## src/rtl/si_issue_if.sv

```systemverilog
// si_issue_if: decode/execute issue-control bundle for si_issue_ctrl.
//   master : decode side, drives the decoded instruction fields and redirect,
//            observes issue/stall/flush, multiplier busy, pending map and
//            the stall counter.
//   slave  : issue controller, the mirror image of master.
// Parameters: REG_AW register address width, CNT_W stall counter width.
interface si_issue_if #(
  parameter int REG_AW = 5,
  parameter int CNT_W  = 32
) ();
  logic              id_valid_i;
  logic              rs1_en_i;
  logic [REG_AW-1:0] rs1_addr_i;
  logic              rs2_en_i;
  logic [REG_AW-1:0] rs2_addr_i;
  logic              id_wb_en_i;
  logic [REG_AW-1:0] id_wb_addr_i;
  logic              is_load_i;
  logic              is_mul_i;
  logic              redirect_i;
  logic              issue_o;
  logic              stall_o;
  logic              flush_o;
  logic              mul_busy_o;
  logic [31:0]       pending_o;
  logic [CNT_W-1:0]  stall_cnt_o;

  modport master (
    output id_valid_i, rs1_en_i, rs1_addr_i, rs2_en_i, rs2_addr_i,
           id_wb_en_i, id_wb_addr_i, is_load_i, is_mul_i, redirect_i,
    input  issue_o, stall_o, flush_o, mul_busy_o, pending_o, stall_cnt_o
  );

  modport slave (
    input  id_valid_i, rs1_en_i, rs1_addr_i, rs2_en_i, rs2_addr_i,
           id_wb_en_i, id_wb_addr_i, is_load_i, is_mul_i, redirect_i,
    output issue_o, stall_o, flush_o, mul_busy_o, pending_o, stall_cnt_o
  );
endinterface

```

## src/rtl/si_issue_ctrl.sv

```systemverilog
// si_issue_ctrl: issue/hazard controller between decode and execute of the
// single-issue RV32IM core. Tracks outstanding LW/MUL writes with a
// per-register latency scoreboard, sequences the shared non-pipelined
// multiplier and decides each cycle whether the decode instruction issues,
// stalls or is flushed by a taken branch/jump.
// Ports:
//   clk  rising-edge clock
//   rst  asynchronous active-high reset
//   bus  si_issue_if.slave: decoded instruction fields and redirect in;
//        issue/stall/flush, mul_busy, pending register map and saturating
//        stall-cycle counter out.
module si_issue_ctrl #(
  parameter int REG_AW   = 5,
  parameter int LAT_W    = 3,
  parameter int LOAD_LAT = 2,
  parameter int MUL_LAT  = 4,
  parameter int CNT_W    = 32
) (
  input  logic         clk,
  input  logic         rst,
  si_issue_if.slave    bus
);

  typedef enum logic {IDLE = 1'b0, BUSY = 1'b1} mul_state_t;

  localparam logic [LAT_W-1:0] LOAD_SET = LAT_W'(LOAD_LAT - 1);
  localparam logic [LAT_W-1:0] MUL_SET  = LAT_W'(MUL_LAT - 1);
  // A single-cycle multiplier never occupies the unit past its issue cycle.
  localparam logic             MUL_MULTI = (MUL_LAT > 1) ? 1'b1 : 1'b0;

  // x0 has no counter: it can never be pending.
  logic [LAT_W-1:0] cnt_r [1:31];
  mul_state_t       mul_state_r;
  logic [LAT_W-1:0] mul_cnt_r;
  logic [CNT_W-1:0] stall_cnt_r;

  logic [31:0]      pending_s;
  logic             raw_s;
  logic             waw_s;
  logic             struct_s;
  logic             hazard_s;
  logic             issue_s;
  logic             stall_s;
  logic             flush_s;
  logic             set_s;
  logic [LAT_W-1:0] set_val_s;

  // Pending map straight from the counters; bit 0 stays clear.
  always_comb begin
    pending_s = 32'h0000_0000;
    for (int r = 1; r < 32; r++) begin
      pending_s[r] = (cnt_r[r] != {LAT_W{1'b0}});
    end
  end

  // Hazard detection on current counter values and multiplier state.
  always_comb begin
    raw_s    = (bus.rs1_en_i & (bus.rs1_addr_i != {REG_AW{1'b0}}) & pending_s[bus.rs1_addr_i])
             | (bus.rs2_en_i & (bus.rs2_addr_i != {REG_AW{1'b0}}) & pending_s[bus.rs2_addr_i]);
    waw_s    = bus.id_wb_en_i & (bus.id_wb_addr_i != {REG_AW{1'b0}}) & pending_s[bus.id_wb_addr_i];
    struct_s = bus.is_mul_i & (mul_state_r == BUSY);
    hazard_s = raw_s | waw_s | struct_s;
  end

  // Issue decision; outputs held low while reset is asserted.
  always_comb begin
    issue_s = bus.id_valid_i & ~bus.redirect_i & ~hazard_s & ~rst;
    stall_s = bus.id_valid_i & ~bus.redirect_i &  hazard_s & ~rst;
    flush_s = bus.id_valid_i &  bus.redirect_i & ~rst;
    set_s   = issue_s & bus.id_wb_en_i & (bus.id_wb_addr_i != {REG_AW{1'b0}})
            & (bus.is_load_i | bus.is_mul_i);
    if (bus.is_load_i) begin
      set_val_s = LOAD_SET;
    end else begin
      set_val_s = MUL_SET;
    end
  end

  // Scoreboard: load on a multi-cycle issue, otherwise count down to zero.
  always_ff @(posedge clk or posedge rst) begin
    if (rst) begin
      for (int r = 1; r < 32; r++) begin
        cnt_r[r] <= {LAT_W{1'b0}};
      end
    end else begin
      for (int r = 1; r < 32; r++) begin
        if (set_s && (bus.id_wb_addr_i == REG_AW'(r))) begin
          cnt_r[r] <= set_val_s;
        end else if (cnt_r[r] != {LAT_W{1'b0}}) begin
          cnt_r[r] <= cnt_r[r] - LAT_W'(1);
        end else begin
          cnt_r[r] <= cnt_r[r];
        end
      end
    end
  end

  // Multiplier occupancy FSM: busy for MUL_LAT-1 cycles after a MUL issues.
  always_ff @(posedge clk or posedge rst) begin
    if (rst) begin
      mul_state_r <= IDLE;
      mul_cnt_r   <= {LAT_W{1'b0}};
    end else begin
      case (mul_state_r)
        IDLE: begin
          if (issue_s && bus.is_mul_i && MUL_MULTI) begin
            mul_state_r <= BUSY;
            mul_cnt_r   <= MUL_SET;
          end else begin
            mul_state_r <= IDLE;
            mul_cnt_r   <= mul_cnt_r;
          end
        end
        BUSY: begin
          mul_cnt_r <= mul_cnt_r - LAT_W'(1);
          // Leave once the count would reach zero.
          if (mul_cnt_r == LAT_W'(1)) begin
            mul_state_r <= IDLE;
          end else begin
            mul_state_r <= BUSY;
          end
        end
        default: begin
          mul_state_r <= IDLE;
          mul_cnt_r   <= {LAT_W{1'b0}};
        end
      endcase
    end
  end

  // Saturating stall-cycle performance counter.
  always_ff @(posedge clk or posedge rst) begin
    if (rst) begin
      stall_cnt_r <= {CNT_W{1'b0}};
    end else if (stall_s && (stall_cnt_r != {CNT_W{1'b1}})) begin
      stall_cnt_r <= stall_cnt_r + CNT_W'(1);
    end else begin
      stall_cnt_r <= stall_cnt_r;
    end
  end

  assign bus.issue_o     = issue_s;
  assign bus.stall_o     = stall_s;
  assign bus.flush_o     = flush_s;
  assign bus.mul_busy_o  = (mul_state_r == BUSY);
  assign bus.pending_o   = pending_s;
  assign bus.stall_cnt_o = stall_cnt_r;

endmodule

```

## src/flat_wrapper.sv

```systemverilog
// flat-port wrapper written by rule: the top's interface ports become plain ports
module si_issue_ctrl_flat 
#(
  parameter int REG_AW   = 5,
  parameter int LAT_W    = 3,
  parameter int LOAD_LAT = 2,
  parameter int MUL_LAT  = 4,
  parameter int CNT_W    = 32
)
  (clk, rst, bus_id_valid_i, bus_rs1_en_i, bus_rs1_addr_i, bus_rs2_en_i, bus_rs2_addr_i, bus_id_wb_en_i, bus_id_wb_addr_i, bus_is_load_i, bus_is_mul_i, bus_redirect_i, bus_issue_o, bus_stall_o, bus_flush_o, bus_mul_busy_o, bus_pending_o, bus_stall_cnt_o);
  si_issue_if #(.REG_AW(REG_AW), .CNT_W(CNT_W)) bus_i ();
  input  logic clk;
  input  logic rst;
  input wire logic [$bits(bus_i.id_valid_i)-1:0] bus_id_valid_i;
  input wire logic [$bits(bus_i.rs1_en_i)-1:0] bus_rs1_en_i;
  input wire logic [$bits(bus_i.rs1_addr_i)-1:0] bus_rs1_addr_i;
  input wire logic [$bits(bus_i.rs2_en_i)-1:0] bus_rs2_en_i;
  input wire logic [$bits(bus_i.rs2_addr_i)-1:0] bus_rs2_addr_i;
  input wire logic [$bits(bus_i.id_wb_en_i)-1:0] bus_id_wb_en_i;
  input wire logic [$bits(bus_i.id_wb_addr_i)-1:0] bus_id_wb_addr_i;
  input wire logic [$bits(bus_i.is_load_i)-1:0] bus_is_load_i;
  input wire logic [$bits(bus_i.is_mul_i)-1:0] bus_is_mul_i;
  input wire logic [$bits(bus_i.redirect_i)-1:0] bus_redirect_i;
  output wire logic [$bits(bus_i.issue_o)-1:0] bus_issue_o;
  output wire logic [$bits(bus_i.stall_o)-1:0] bus_stall_o;
  output wire logic [$bits(bus_i.flush_o)-1:0] bus_flush_o;
  output wire logic [$bits(bus_i.mul_busy_o)-1:0] bus_mul_busy_o;
  output wire logic [$bits(bus_i.pending_o)-1:0] bus_pending_o;
  output wire logic [$bits(bus_i.stall_cnt_o)-1:0] bus_stall_cnt_o;
  assign bus_i.id_valid_i = bus_id_valid_i;
  assign bus_i.rs1_en_i = bus_rs1_en_i;
  assign bus_i.rs1_addr_i = bus_rs1_addr_i;
  assign bus_i.rs2_en_i = bus_rs2_en_i;
  assign bus_i.rs2_addr_i = bus_rs2_addr_i;
  assign bus_i.id_wb_en_i = bus_id_wb_en_i;
  assign bus_i.id_wb_addr_i = bus_id_wb_addr_i;
  assign bus_i.is_load_i = bus_is_load_i;
  assign bus_i.is_mul_i = bus_is_mul_i;
  assign bus_i.redirect_i = bus_redirect_i;
  assign bus_issue_o = bus_i.issue_o;
  assign bus_stall_o = bus_i.stall_o;
  assign bus_flush_o = bus_i.flush_o;
  assign bus_mul_busy_o = bus_i.mul_busy_o;
  assign bus_pending_o = bus_i.pending_o;
  assign bus_stall_cnt_o = bus_i.stall_cnt_o;
  si_issue_ctrl #(.REG_AW(REG_AW), .LAT_W(LAT_W), .LOAD_LAT(LOAD_LAT), .MUL_LAT(MUL_LAT), .CNT_W(CNT_W)) u_core (.clk(clk), .rst(rst), .bus(bus_i));
endmodule
```

## config.mk

```make
export PLATFORM = sky130hd
export DESIGN_NAME = si_issue_ctrl_flat
export DESIGN_NICKNAME = d
export VERILOG_FILES = /design/src/rtl/si_issue_if.sv /design/src/rtl/si_issue_ctrl.sv /design/src/flat_wrapper.sv
export SDC_FILE = /design/constraint.sdc
export NUM_CORES = 1
export LEC_CHECK = 0
export BUFFER_PORTS_ARGS = -buffer_cell sky130_fd_sc_hd__buf_4
export CAP_MARGIN = 20
export CORE_AREA = 2 2 140 142
export CTS_CLUSTER_SIZE = 20
export DETAILED_ROUTE_END_ITERATION = 6
export DIE_AREA = 0 0 142 144
export SYNTH_ARGS = -nofsm -noshare
export SYNTH_HDL_FRONTEND = slang
export SYNTH_SLANG_ARGS = --single-unit
```

## constraint.sdc

```tcl
create_clock -name clk -period 3.9 [get_ports clk]
set_input_delay 0 -clock clk [delete_from_list [all_inputs] [get_ports clk]]
set_output_delay 0 -clock clk [all_outputs]
set_load 0.005 [all_outputs]
```

==> results_dict.tcl <==
set metrics [dict create \
    status "completed" \
    met2WireLength_mm 8.41 \
    multi_input_comb_area_um2 4560 \
    endpoint_kind "flop" \
    finalHoldWorstSlack_ps 36.9 \
    net-switching-power_w 0.00254 \
    ys_seq_elements 129 \
    clock_tree.htree_level_count 4 \
    wirelength_met1_mm 9.38 \
    cap_viol_max_count 0 \
    ctsRootBufferMaster "clkbuf_16" \
    met3_length_um 982 \
    finalWirelength_mm 19.1 \
    route.detailed.drc 0 \
    cts-buffers-inserted 17 \
    worstPathArrival_ps 3900 \
    synth_most_common_cell "dfrtp_1" \
    first_global_vias 5846 \
    critical_path_peak_fanout 15 \
    post_synth_num_cell_types 71 \
    timing.critical_path.from "u_core.cnt_r[69]$_DFFE_PP0P_" \
    grt_first_pass_wirelength_mm 30.8 \
    synthCells 863 \
    hp-start "bus_is_load_i" \
    fp.dieH_um 144 \
    max-slew-margin-rel_pct 35.1 \
    cellPowerDensity_nw_per_um2 712 \
    sequentialPowerShare_pct 32.6 \
    sequential_cell_area_um2 3230 \
    sw_ratio_pct 36.3 \
    design.die.area_um2 20400 \
    route.detailed.wl_per_inst_um 16.1 \
    dpl_cell_area_um2 9150 \
    drt_pre_antenna_iters 5 \
    clock_tree.buffer_depth 2 \
    tritoncts "built" \
    synth_enable_flop_cells 0 \
    clock_sinks 129 \
    initial_antenna_violation_count 0 \
    async_reset_ff_share_pct 100 \
    worst_r2r_path_depth 13 \
    num_io_pins 92 \
    post_synth_main_area_contributors "dfrtp_1, ha_1, mux2i_1" \
    synth_warnings 0 \
    post-synth-top-area-cell "dfrtp_1" \
    die-width_um 142 \
    syn2layout_area_growth_pct 17.1 \
    synth-seq-area-share_pct 38.6 \
    n_fill_cell 1744 \
    critical_path.startpoint_type "flop" \
    cts.reportedPaths.clkPinSlew_ps 60 \
    layout.cell_area.non_filler_um2 9800 \
    io_buffer_count 90 \
    placement_rows 51 \
    initial_utilization_pct 43.9 \
    reg2reg_slack_ps 360 \
    post-route-period-util_pct 90.8 \
    gr_usage_total_pct 19.4 \
    hold_viol 0 \
    worst_slew_pin_slew_ps 974 \
    core_area_um2 19100 \
    total_negative_slack_ps 0 \
    iteration_0_drc_markers 429 \
    synth_nets 952 \
    place_hpwl_mm 13.7 \
    share_of_final_layout_standard_cells_stronger_than_drive_strength_1_pct 21.1 \
    clk-insertion-delay-late_ps 420 \
    maxSlewViolCount 0 \
    num_antenna_cells 0 \
    postSynth.topFlopCell "dfrtp_1" \
    fin_skew_ps 11.7 \
    largest_net_degree_at_the_start_of_global_routing 76 \
    drtAntennaViolNets 0 \
    detailroute.via_count 6166 \
    hold-path-cell-count 2 \
    final_period_minus_worst_setup_slack_ps 3540 \
    crit-reg2reg-launch "u_core.cnt_r[69]$_DFFE_PP0P_" \
    max-vdd-ir-drop_uv 331 \
    p_int_w 0.00445 \
    synth_area_um2 8370 \
    viasPerCell 5.21 \
    synth_commonest_cells "dfrtp_1, nand2_1, inv_1, ha_1, nor2_1" \
    unrepaired_setup_endpoints_after_global_routing "false" \
    synth_top_cell_area_share_pct 38.6 \
    critical_path_required_ps 4260 \
    post_synth.cell_area_avg_um2 9.70 \
    topmost_layer_with_routed_signal_wires "met4" \
    power.share.clock_pct 23.6 \
    total_power_w 0.00698 \
    fmax_ghz 0.282 \
    routability_congestion_estimate 0.853 \
    holdCritPathClass "in2reg" \
    nNetsFinal 1021 \
    worstSetupPathType "reg2reg" \
    final-setup-viol-count 0 \
    globalRouteOverflowTotal 0 \
    power.static_leakage_nw 4.84 \
    comb_power_share_pct 43.7 \
]
==> metal layers <==
layer  GRT usage (%)  vias up
li1                -     3040
met1            28.1     2976
met2            28.5      131
met3            4.67       19
met4            6.21        0
met5               0        -
==> worst max-delay path, stage by stage, from the launching register on <==
cell	delay, ps
dfrtp_1	360
inv_1	110
ha_1	170
nor2b_2	200
inv_1	160
mux4_2	500
a22oi_1	200
and3_1	210
o211ai_2	210
nor4_4	240
buf_4	250
nand4_1	170
dlygate4sd3_1	610
nand2_1	70
==> final timing paths <==
path	endpoint
setup / recovery	u_core.cnt_r[48]$_DFFE_PP0P_
hold / removal	u_core.cnt_r[19]$_DFFE_PP0P_
setup reg to reg	u_core.cnt_r[48]$_DFFE_PP0P_
hold reg to reg	u_core.cnt_r[35]$_DFFE_PP0P_
max in group asynchronous	u_core.cnt_r[56]$_DFFE_PP0P_
min in group asynchronous	u_core.mul_cnt_r[2]$_DFFE_PP0P_
==> through the flow <==
stage	std cells	utilization, %	worst slack, ps
global placement	1147	48.0	708
finish	1183	51.4	359
CTS	1183	51.4	372
floorplan	863	-	825
global route	1183	51.4	90.8
detailed placement	1147	48.0	633
==> cells in the final DEF (no fill, tap or decap), types with 4 or more instances in the layout <==
cell	netlist	layout
ha_1	65	65
nor3_1	13	13
clkinvlp_4	0	6
nand2b_1	40	40
or3_1	8	8
clkbuf_16	0	17
dfrtp_1	129	129
mux2i_1	42	42
mux4_2	9	9
mux2_2	36	36
xor2_1	23	23
nor2_1	49	49
o21ai_0	35	35
buf_4	5	102
nor2b_1	6	6
inv_1	78	77
nor4_2	4	4
and3_1	8	8
nor4_1	11	11
nand3_1	24	24
nand2_1	105	105
dlygate4sd3_1	0	4
nor3b_1	5	5
nand3b_1	5	5
nand4_1	9	9
a21oi_1	5	5
o22ai_1	4	4
xnor2_1	40	40
==> sequential cells by signal, summed over array words and instances, names as in the netlist <==
signal and cells:
u_core.cnt_r 93, u_core.bus.mul_busy_o 1, u_core.bus.stall_cnt_o 32, u_core.mul_cnt_r 3
==> cells by family (layout without fill, tap and decap cells) <==
family | Yosys count | count (layout) | share of synthesized area, %
buf+inv | 134 | 216 | 6.92
fa+ha+maj | 65 | 65 | 9.72
compound gates | 72 | 72 | 6.02
xor+xnor | 63 | 63 | 6.59
flops | 129 | 129 | 38.6
simple gates | 311 | 311 | 19.7
other cells | 1 | 1 | 0.0448
mux | 88 | 88 | 12.4
==> power by group through the flow <==
| stage | Sequential, W | Clock (W) | Combinational [W] |
|---|---|---|---|
| after CTS | 0.00228 | 0.00169 | 0.00310 |
| after global routing | 0.00236 | 0.00175 | 0.00354 |
| after detailed placement | 0.00230 | 0 | 0.00308 |
| after global placement | 0.00228 | 0 | 0.00301 |
| final | 0.00228 | 0.00165 | 0.00305 |
| after floorplan | 0.00223 | 0 | 0.00238 |
==> what timing repair did <==
item                                    CTS  global route
setup buffers                             0             0
hold buffers                              4             0
endpoints found under the hold margin    60             0
gates resized for setup                   0             0
endpoints found under the setup margin    0             0
==> final cells by class <==
type,instances,share of cell area [%]
Timing Repair Buffer,106,8.22
Sequential cell,129,32.9
Tap cell,238,3.04
Multi-Input combinational cell,600,46.6
Clock inverter,15,1.89
Clock buffer,17,4.34
Inverter,78,3.03
(Power assumes the default switching activity.)
